## config.mk

```make
export PLATFORM = sky130hd
export DESIGN_NAME = tour_move_sequencer_flat
export DESIGN_NICKNAME = d
export VERILOG_FILES = /design/src/rtl/tour_move_sequencer_if.sv /design/src/rtl/tour_move_sequencer.sv /design/src/flat_wrapper.sv
export SDC_FILE = /design/constraint.sdc
export NUM_CORES = 1
export LEC_CHECK = 0
export CORE_ASPECT_RATIO = 1.75
export CORE_UTILIZATION = 25
export CTS_BUF_LIST = sky130_fd_sc_hd__clkbuf_16
export DETAILED_ROUTE_END_ITERATION = 7
export GPL_TIMING_DRIVEN = 0
export SKIP_LAST_GASP = 1
export SLEW_MARGIN = 0
export SYNTH_ARGS = -nofsm -noshare
export SYNTH_HDL_FRONTEND = slang
export SYNTH_SLANG_ARGS = --single-unit
```

## constraint.sdc

```tcl
create_clock -name clk -period 2.7 [get_ports clk]
set_input_delay 0.675 -clock clk [delete_from_list [all_inputs] [get_ports clk]]
set_output_delay 0.675 -clock clk [all_outputs]
set_load 0.02 [all_outputs]
```

## src/rtl/tour_move_sequencer_if.sv

```systemverilog
// rtl/tour_move_sequencer_if.sv - UART, cmd_proc and TourLogic signal bundle for the tour sequencer
interface tour_move_sequencer_if;
  logic [15:0] cmd_UART;
  logic        cmd_rdy_UART;
  logic        clr_cmd_rdy;
  logic        send_resp;
  logic [15:0] cmd;
  logic        cmd_rdy;
  logic [7:0]  resp;
  logic [7:0]  move;
  logic [4:0]  mv_indx;

  modport master (
    input  cmd_UART, cmd_rdy_UART, clr_cmd_rdy, send_resp, move,
    output cmd, cmd_rdy, resp, mv_indx
  );

  modport slave (
    output cmd_UART, cmd_rdy_UART, clr_cmd_rdy, send_resp, move,
    input  cmd, cmd_rdy, resp, mv_indx
  );
endinterface

```

## src/rtl/tour_move_sequencer.sv

```systemverilog
// rtl/tour_move_sequencer.sv - replays a solved knight's tour as vertical/horizontal cmd_proc commands
module tour_move_sequencer #(
  parameter int NUM_MOVES = 24
) (
  input  logic                 clk,
  input  logic                 rst_n,
  input  logic                 start_tour_i,
  output logic                 tour_err_o,
  tour_move_sequencer_if.master bus
);

  localparam logic [2:0] IDLE   = 3'd0;
  localparam logic [2:0] VERT   = 3'd1;
  localparam logic [2:0] HOLD_V = 3'd2;
  localparam logic [2:0] HORZ   = 3'd3;
  localparam logic [2:0] HOLD_H = 3'd4;

  localparam logic [4:0] LAST_IDX = 5'(NUM_MOVES - 1);

  logic [2:0]  state_q, state_d;
  logic [4:0]  mv_indx_q, mv_indx_d;
  logic        tour_err_q, tour_err_d;

  logic        move_legal;
  logic        dx_pos, dy_pos;
  logic [3:0]  dx_mag, dy_mag;
  logic [15:0] vert_cmd, horz_cmd;
  logic        last_move;

  always_comb begin
    move_legal = 1'b1;
    dx_pos     = 1'b1;
    dy_pos     = 1'b1;
    dx_mag     = 4'd0;
    dy_mag     = 4'd0;
    case (bus.move)
      8'h01: begin dx_mag = 4'd1; dy_mag = 4'd2; end
      8'h02: begin dx_pos = 1'b0; dx_mag = 4'd1; dy_mag = 4'd2; end
      8'h04: begin dx_pos = 1'b0; dx_mag = 4'd2; dy_mag = 4'd1; end
      8'h08: begin dx_pos = 1'b0; dy_pos = 1'b0; dx_mag = 4'd2; dy_mag = 4'd1; end
      8'h10: begin dx_pos = 1'b0; dy_pos = 1'b0; dx_mag = 4'd1; dy_mag = 4'd2; end
      8'h20: begin dy_pos = 1'b0; dx_mag = 4'd1; dy_mag = 4'd2; end
      8'h40: begin dy_pos = 1'b0; dx_mag = 4'd2; dy_mag = 4'd1; end
      8'h80: begin dx_mag = 4'd2; dy_mag = 4'd1; end
      default: move_legal = 1'b0;
    endcase
  end

  assign vert_cmd  = {4'h2, (dy_pos ? 8'h00 : 8'h7F), dy_mag};
  assign horz_cmd  = {4'h3, (dx_pos ? 8'hBF : 8'h3F), dx_mag};
  assign last_move = (mv_indx_q == LAST_IDX);

  always_comb begin
    state_d    = state_q;
    mv_indx_d  = mv_indx_q;
    tour_err_d = 1'b0;
    case (state_q)
      IDLE: begin
        if (start_tour_i) begin
          mv_indx_d = 5'd0;
          state_d   = VERT;
        end
      end
      VERT: begin
        if (!move_legal) begin
          tour_err_d = 1'b1;
          state_d    = IDLE;
        end else if (bus.clr_cmd_rdy) begin
          state_d = HOLD_V;
        end
      end
      HOLD_V: if (bus.send_resp) state_d = HORZ;
      HORZ:   if (bus.clr_cmd_rdy) state_d = HOLD_H;
      HOLD_H: begin
        if (bus.send_resp) begin
          if (last_move) begin
            state_d = IDLE;
          end else begin
            mv_indx_d = mv_indx_q + 5'd1;
            state_d   = VERT;
          end
        end
      end
      default: state_d = IDLE;
    endcase
  end

  always_ff @(posedge clk or negedge rst_n) begin
    if (!rst_n) begin
      state_q    <= IDLE;
      mv_indx_q  <= 5'd0;
      tour_err_q <= 1'b0;
    end else begin
      state_q    <= state_d;
      mv_indx_q  <= mv_indx_d;
      tour_err_q <= tour_err_d;
    end
  end

  // An illegal move is caught in VERT; cmd_rdy is gated so cmd_proc never sees it.
  always_comb begin
    bus.cmd     = bus.cmd_UART;
    bus.cmd_rdy = 1'b0;
    bus.resp    = 8'h5A;
    case (state_q)
      IDLE: begin
        bus.cmd_rdy = bus.cmd_rdy_UART;
        bus.resp    = 8'hA5;
      end
      VERT: begin
        bus.cmd     = vert_cmd;
        bus.cmd_rdy = move_legal;
      end
      HOLD_V: bus.cmd = vert_cmd;
      HORZ: begin
        bus.cmd     = horz_cmd;
        bus.cmd_rdy = 1'b1;
      end
      HOLD_H: begin
        bus.cmd = horz_cmd;
        if (last_move) bus.resp = 8'hA5;
      end
      default: bus.cmd = 16'h0000;
    endcase
  end

  assign bus.mv_indx = mv_indx_q;
  assign tour_err_o  = tour_err_q;

endmodule

```

## src/flat_wrapper.sv

```systemverilog
// flat-port wrapper written by rule: the top's interface ports become plain ports
module tour_move_sequencer_flat 
#(
  parameter int NUM_MOVES = 24
)
  (clk, rst_n, start_tour_i, tour_err_o, bus_cmd_UART, bus_cmd_rdy_UART, bus_clr_cmd_rdy, bus_send_resp, bus_move, bus_cmd, bus_cmd_rdy, bus_resp, bus_mv_indx);
  tour_move_sequencer_if bus_i ();
  input  logic clk;
  input  logic rst_n;
  input  logic start_tour_i;
  output logic tour_err_o;
  input wire logic [$bits(bus_i.cmd_UART)-1:0] bus_cmd_UART;
  input wire logic [$bits(bus_i.cmd_rdy_UART)-1:0] bus_cmd_rdy_UART;
  input wire logic [$bits(bus_i.clr_cmd_rdy)-1:0] bus_clr_cmd_rdy;
  input wire logic [$bits(bus_i.send_resp)-1:0] bus_send_resp;
  input wire logic [$bits(bus_i.move)-1:0] bus_move;
  output wire logic [$bits(bus_i.cmd)-1:0] bus_cmd;
  output wire logic [$bits(bus_i.cmd_rdy)-1:0] bus_cmd_rdy;
  output wire logic [$bits(bus_i.resp)-1:0] bus_resp;
  output wire logic [$bits(bus_i.mv_indx)-1:0] bus_mv_indx;
  assign bus_i.cmd_UART = bus_cmd_UART;
  assign bus_i.cmd_rdy_UART = bus_cmd_rdy_UART;
  assign bus_i.clr_cmd_rdy = bus_clr_cmd_rdy;
  assign bus_i.send_resp = bus_send_resp;
  assign bus_i.move = bus_move;
  assign bus_cmd = bus_i.cmd;
  assign bus_cmd_rdy = bus_i.cmd_rdy;
  assign bus_resp = bus_i.resp;
  assign bus_mv_indx = bus_i.mv_indx;
  tour_move_sequencer #(.NUM_MOVES(NUM_MOVES)) u_core (.clk(clk), .rst_n(rst_n), .start_tour_i(start_tour_i), .tour_err_o(tour_err_o), .bus(bus_i));
endmodule
```

# Word-level counts from Yosys, hierarchy flattened
# Cells that the tools add are included.
op_classes:
  n_addsub: 1
  div_mod_pow: 0
  n_bitwise: 0
  n_mul: 0
  magnitude_cmp: 0
  eq_ne: 19
  mux: 23
  shifts: 0
  n_reduce_logical: 11
ops:
  columns: ["op", "count"]
  rows:
  - ["one-hot mux 16 bit (3 select lines)", 1]
  - ["2-to-1 mux 3 bit", 6]
  - ["2-to-1 mux 8 bit", 2]
  - ["one-hot mux 8 bit (2 select lines)", 1]
  - ["OR reduction 4 bit", 4]
  - ["2-to-1 mux 5 bit", 3]
  - ["one-hot mux 3 bit (5 select lines)", 1]
  - ["!= test 2 bit, second input constant", 5]
  - ["one-hot mux 5 bit (2 select lines)", 1]
  - ["== test 8 x 1 -> 1 bit, second input constant", 1]
  - ["== test 8 x 2 -> 1 bit, second input constant", 1]
  - ["== test 8 x 3 -> 1 bit, second input constant", 1]
  - ["== test 8 x 4 -> 1 bit, second input constant", 1]
  - ["== test 8 x 5 -> 1 bit, second input constant", 1]
  - ["== test 8 x 6 -> 1 bit, second input constant", 1]
  - ["== test 8 x 7 -> 1 bit, second input constant", 1]
  - ["== test 8 bit, second input constant", 1]
  - ["one-hot mux 2 bit (2 select lines)", 2]
  - ["OR reduction 8 bit", 1]
  - ["2-to-1 mux 7 bit", 1]
  - ["== test 3 x 2 -> 1 bit, second input constant", 2]
  - ["adder 5 x 1 -> 5 bit, second input constant", 1]
  - ["== test 5 bit, second input constant", 1]
  - ["AND reduction 5 bit", 1]
  - ["9 further kinds", 13]
totals:
  mem_bits_ro: 0
  input_bits: 30
  mem_count: 0
  latchBits: 0
  mem_bits_rw: 0
  ff_bits: 9

# Longest topological paths before layout
logic_depth:
  ltp_word: 5
  ltp_mapped: 6

# Worst setup path after synthesis
# OpenSTA, ideal clock, no wires.
synth_path:
  path_type: "input -> output"
  from: "in bus_move[1]"
  to: "out bus_cmd[4]"
  stages: 6
  n_path_buf: 1
  slack_ns: -0.308
  arrival_ns: 2.333
  cell_sequence: "buf_2 > or4_4 > nor4_2 > a31oi_1 > o211a_4 > nor3_1"
synth_between:
  elab_chain_cells: 4
  elab_cells_between_ends: 7
  cone_classes: "4 x eq/ne; 2 x mux; 1 x reduce/logical"
synth_rtl:
  columns: ["element", "line_no", "source"]
  rows:
  - ["start, declared", "flat_wrapper.sv:16", "input wire logic [$bits(bus_i.move)-1:0] bus_move;"]
  - ["== test 8 x 4 -> 1 bit (tied with other cells)", "tour_move_sequencer.sv:36", "case (bus.move)"]
  - ["OR reduction 4 bit (no source line) *", null, null]
  - ["2-to-1 mux 7 bit *", "tour_move_sequencer.sv:49", "assign vert_cmd = {4'h2, (dy_pos ? 8'h00 : 8'h7F), dy_mag};"]
  - ["one-hot mux 16 bit (3 select lines) *", "tour_move_sequencer.sv:105", "case (state_q)"]
  - ["end, declared", "flat_wrapper.sv:17", "output wire logic [$bits(bus_i.cmd)-1:0] bus_cmd;"]
# Mark *: on every way between the ends. The rest lies on a longest branch, timed or not.

# Final worst setup path
layout_path:
  from: "in bus_move[1]"
  to: "out bus_cmd[5]"
# The elaborated chain is that of the path after synthesis.

==> impl_metrics.py <==
metrics = {
    "outcome": {
        "status": "complete, but fails checks",
        "violations": "setup timing",
    },
    "floorplanning": {
        "core-area_um2": 3701,
        "rows": 29,
        "fp.dieArea_um2": 4183,
        "die_h_um": 84.81,
        "start_util": 0.2647,
        "dieWidth_um": 49.32,
        "io_pins": 61,
    },
    "hold_path": {
        "min_to": "u_core.bus.mv_indx[1]",
        "holdPathStages": 2,
        "hold_path_class": "reg2reg",
        "hold_start": "u_core.bus.mv_indx[1]",
    },
    "setup_path": {
        "slowest_delay_ns": 0.56,
        "cp-end-kind": "output pin",
        "path_class": "in2out",
        "crit_path_cell_trace": "buf_8 -> or4_4 -> nor4_4 -> a31oi_4 -> o211a_4 -> nor3_4 -> buf_4",
        "slowest_stage": "or4_4",
        "rr_worst_depth": 5,
        "cp_max_fo": 6,
        "r2r_setup_slack_ns": 1.21,
        "r2r-start": "u_core.bus.mv_indx[0]",
        "cp-start-kind": "input pin",
        "r2r-end": "u_core.state_q[0]",
        "cp_data_arrival_time_ns": 2.28,
        "worstPathRequired_ns": 2.03,
    },
    "timing": {
        "finalHoldViolCount": 0,
        "rsz0062_at_grt": "true",
        "period_minus_slack_ns": 2.953,
        "maxSlewHeadroom": 0.7081,
        "final_max_slew_viol_count": 0,
        "fmax_ghz": 0.3387,
        "finalSetupViolCount": 11,
        "tightest_slew_ns": 0.4378,
        "fin_skew_ns": 0.004150,
        "worst_slack_ns": -0.2527,
        "fin_crit_sh": 1.094,
    },
    "synth": {
        "synth_area_per_cell_um2": 7.204,
        "ys_warn_count": 0,
        "synth_seq_cells": 9,
        "synth_edf_count": 0,
        "netlist_instances": 136,
        "ys.flop_type": "dfrtp_1",
        "ys_seq_area_frac": 0.2299,
        "synth_cell_types": 40,
        "synth_nets": 167,
        "synth_area_um2": 979.7,
        "synthArstFlopShare": 1.000,
    },
    "drt": {
        "viasPerCell": 5.119,
        "wl_per_cell_um": 13.37,
        "drt_wl_total_mm": 3.368,
        "num_vias": 1290,
        "dr.pass1.iters": 4,
        "drc": 0,
        "initialDrtViolationCount": 22,
        "ant_nets": 0,
    },
    "clock_tree": {
        "root_buffer": "clkbuf_16",
        "cts_buffer_depth": 2,
        "cts.sinks": 9,
        "postCtsHoldBufs": 0,
        "clock_latency_ns": 0.24,
        "clk_pin_slew_ns": 0.04,
        "cts_inserted_buffers": 3,
        "htreeDepth": 1,
        "cts_tree": "done",
    },
    "placement": {
        "portBuffers": 59,
        "dpl.hpwl_mm": 2.570,
        "post-place-ws_ns": -1.257,
        "place.gp.congestion": 0.7766,
    },
    "finish": {
        "final_nets": 238,
        "area_growth_pct": 105.1,
        "drive_gt1_frac": 0.3495,
        "nFillCells": 357,
        "fin_util": 0.5429,
        "insertedDiodeCount": 0,
    },
    "power": {
        "leakage_uw": 0.0008679,
        "power_density_nw_per_um2": 626.8,
        "peakVddDrop_mv": 0.3709,
    },
    "global_route": {
        "grt_pass1_vias": 1251,
        "grt_pass1_wl_mm": 5.561,
        "grt_max_degree": 11,
        "grt.overflow.total": 0,
        "grt_usage": 0.1653,
        "antenna_found_initial": 0,
    },
    "run": {
        "maxCapViolCount": 0,
    },
}
==> state kept, by name (all words and copies together), names as in the netlist <==
signal and count:
u_core.state_q 3, u_core.tour_err_o 1, u_core.bus.mv_indx 5
==> how the worst max path moves through the flow <==
stage | slack [ns] | end | cells past startpoint | start
floorplan | -0.08 | bus_cmd[5] | 6 | bus_move[1]
global placement | -1.21 | bus_cmd[5] | 7 | bus_move[5]
detailed placement | -1.26 | bus_cmd[5] | 7 | bus_move[5]
CTS | -0.29 | bus_cmd[5] | 7 | bus_move[0]
global route | -0.30 | bus_cmd[5] | 7 | bus_move[1]
finish | -0.25 | bus_cmd[5] | 7 | bus_move[1]
==> power by group <==
| group | switching (uW) | leakage (uW) | internal [uW] |
|---|---|---|---|
| Combinational | 436 | 0.000705 | 397 |
| Sequential | 17.7 | 0.000122 | 147 |
| Clock | 66.9 | 0.0000409 | 195 |
==> placed cells by master (no fill, tap or decap), drive strengths merged, types with 8 or more instances in the layout <==
cell type and instances:
clkbuf 8, nor3 16, a21oi 9, clkdlybuf4s50 30
xor2 8, o21ai 8, buf 28, dfrtp 9
nor2 13, nand2 11
==> synthesized netlist by cell type (2+ instances only) <==
cell,instances,area (um^2)
o21ai_0,8,40.04
a31oi_1,2,12.51
dfrtp_1,9,225.2
and3_1,3,18.77
nor2_1,13,48.80
nand3_1,5,25.02
nor2b_1,2,12.51
nor4b_1,2,17.52
nor3_1,16,80.08
nand2b_1,4,25.02
a211oi_1,2,15.01
or2_2,2,12.51
nand2_1,11,41.29
xor2_1,8,70.07
a21oi_1,9,45.04
buf_4,6,45.04
clkbuf_1,6,22.52
inv_1,3,11.26
and2_1,4,25.02
==> per-stage QoR <==
step                power, uW  cells  setup TNS, ns  hold slack (ns)  area [um^2]
floorplan               637.8    136        -0.2516           0.3794         1095
global placement        986.4    241         -12.85           0.5177         1743
detailed placement      994.9    241         -13.63           0.5417         1743
CTS                      1269    249         -1.799           0.5507         1952
global route             1326    252         -2.663           0.5896         2009
finish                   1259    252         -2.068           0.5479         2009
==> logic make-up (layout without fill, tap and decap cells) <==
logic type | after synthesis | count (layout) | share of synthesized area
AND/OR/NAND/NOR | 67 | 67 | 0.3602
multiplexers | 1 | 1 | 0.01022
adder cells (fa/ha/maj) | 1 | 1 | 0.01277
AO/OA/AOI/OAI | 33 | 33 | 0.2210
flip-flops | 9 | 9 | 0.2299
XOR/XNOR | 9 | 9 | 0.08046
buffers and inverters | 16 | 86 | 0.08556
==> layer usage <==
layer | vias to the layer above | GRT usage | routed length (um)
met5 | - | 0 | 0
met4 | 0 | 0.04278 | 49
met2 | 65 | 0.3126 | 1826
li1 | 627 | - | -
met3 | 7 | 0.02151 | 229
met1 | 591 | 0.1883 | 1262
==> worst max-delay path, delay by kind of cell <==
family | cells | cell delay, ns
buffers and inverters | 2 | 0.26
and+or+nand+nor | 3 | 0.92
AOI/OAI and AO/OA | 2 | 0.42
==> what timing repair did <==
item | CTS | global route
pin swaps | 7 | 5
setup endpoints to repair | 25 | 19
buffers inserted | 5 | 4
gates resized for setup | 112 | 15
==> final cells by class <==
class | count | area, um^2 | area share
Timing Repair Buffer | 67 | 678.2 | 0.3375
Clock inverter | 1 | 5.005 | 0.002491
Tap cell | 46 | 57.56 | 0.02864
Inverter | 3 | 11.26 | 0.005604
Clock buffer | 3 | 75.07 | 0.03736
Buffer | 12 | 87.58 | 0.04359
Multi-Input combinational cell | 111 | 868.3 | 0.4321
Sequential cell | 9 | 226.5 | 0.1127
No activity file was read; power rests on OpenSTA's default activity.
==> patch (same settings) <==
`NUM_MOVES` is set to 24 in 2 places; all go to 16.
--- a/src/rtl/tour_move_sequencer.sv
+++ b/src/rtl/tour_move_sequencer.sv
@@ -1,6 +1,6 @@
 // rtl/tour_move_sequencer.sv - replays a solved knight's tour as vertical/horizontal cmd_proc commands
 module tour_move_sequencer #(
-  parameter int NUM_MOVES = 24
+  parameter int NUM_MOVES = 16
 ) (
   input  logic                 clk,
   input  logic                 rst_n,
--- a/src/flat_wrapper.sv
+++ b/src/flat_wrapper.sv
@@ -1,7 +1,7 @@
 // flat-port wrapper written by rule: the top's interface ports become plain ports
 module tour_move_sequencer_flat 
 #(
-  parameter int NUM_MOVES = 24
+  parameter int NUM_MOVES = 16
 )
   (clk, rst_n, start_tour_i, tour_err_o, bus_cmd_UART, bus_cmd_rdy_UART, bus_clr_cmd_rdy, bus_send_resp, bus_move, bus_cmd, bus_cmd_rdy, bus_resp, bus_mv_indx);
   tour_move_sequencer_if bus_i ();
Function: same outputs for any inputs over 10 cycles, from zero or initial values and one cycle with rst_n low; that may be too few to reach the edited logic, so the function may still have changed.
==> patch against the unedited design <==
Final area decreased by 6.2%; clock skew down 0.0011 ns; routed wire length down 2.1%; area after synthesis is 6.6% higher; global-route usage down 1.3 points; sequential cell count is the same; count of clock-buffer cells in the layout did not move; setup slack better by 0.26 ns; highest routed layer unchanged.
Power is not compared: it rests on default switching activity, and its combinational part moved more than twofold at a synthesized area within 25%.
==> patch: results <==
set metrics [dict create \
    multiInputGateArea_um2 792 \
    slowest_delay_ns 0.30 \
    reg2reg_depth 8 \
    drt-initial-drc-count 12 \
    buffer_area_share_pct 37.4 \
    grt_use_met2_pct 32.2 \
    grt_util_all_layers_pct 15.3 \
    tightestPinTransition_ns 0.434 \
    synthDistinctLibCells 42 \
    wl_met3_um 107 \
    gp_congestion 0.726 \
    worst-r2r-setup-slack_ns 0.83 \
    instances_no_fill 258 \
    synth_mux_area_share_pct 0.958 \
    comb.multi_input.count 110 \
    reg2reg_to "u_core.bus.mv_indx[3]$_DFFE_PN0P_" \
    drive_above_1_share_pct 30.5 \
    outcome "finished, final reports clean" \
    die_w_um 50.9 \
    crit_family "compound AO/OA/AOI/OAI gates" \
    inverters 6 \
    cts_setup_buffers 7 \
    dp_cells 246 \
    ys_top_cells_by_area "dfrtp_1 (22%), nor2_1 (7.2%), buf_4 (5.0%)" \
    synth_fa_ha_area_share_pct 2.40 \
]
[patch: cell types whose count changed in the layout (fill, tap and decap cells not counted), sizes merged, moves of 5 or more]
cell   before  now
nor3       16    4
nor2       13   20
o21ai       8   13
buf        28   33
[patch: report_power, final]
part	switching (mW)	internal, mW	total (mW)	leakage [nW]
registers	0.00259	0.141	0.143	0.123
logic	0.215	0.188	0.403	0.693
clock network	0.0675	0.195	0.263	0.0409
total	0.285	0.524	0.809	0.856
[patch: worst min-delay path by stage]
stage	cells past startpoint	end	startpoint	slack (ns)
6_report	2	u_core.bus.mv_indx[4]$_DFFE_PN0P_	u_core.bus.mv_indx[4]$_DFFE_PN0P_	0.59
5_1_grt	2	u_core.bus.mv_indx[3]$_DFFE_PN0P_	u_core.bus.mv_indx[3]$_DFFE_PN0P_	0.64
4_1_cts	2	u_core.bus.mv_indx[4]$_DFFE_PN0P_	u_core.bus.mv_indx[4]$_DFFE_PN0P_	0.60
3_5_place_dp	2	u_core.bus.mv_indx[4]$_DFFE_PN0P_	u_core.bus.mv_indx[4]$_DFFE_PN0P_	0.58
3_3_place_gp	2	u_core.bus.mv_indx[4]$_DFFE_PN0P_	u_core.bus.mv_indx[4]$_DFFE_PN0P_	0.59
2_1_floorplan	0	u_core.bus.mv_indx[0]$_DFFE_PN0P_	rst_n	0.38
[patch: per-stage QoR]
step / hold WS [ns] / power (mW) / setup WS [ns]
4_1_cts: 0.596 / 0.810 / -0.0688
3_5_place_dp: 0.579 / 0.550 / -0.913
5_1_grt: 0.635 / 0.852 / -0.0604
3_3_place_gp: 0.586 / 0.549 / -0.897
6_report: 0.588 / 0.809 / 0.00288
2_1_floorplan: 0.379 / 0.364 / 0.117
[patch: worst min-delay path, cell delays in order (launching register included)]
cell and delay (ns):
dfrtp_1 0.38, inv_1 0.07, o21ai_0 0.09
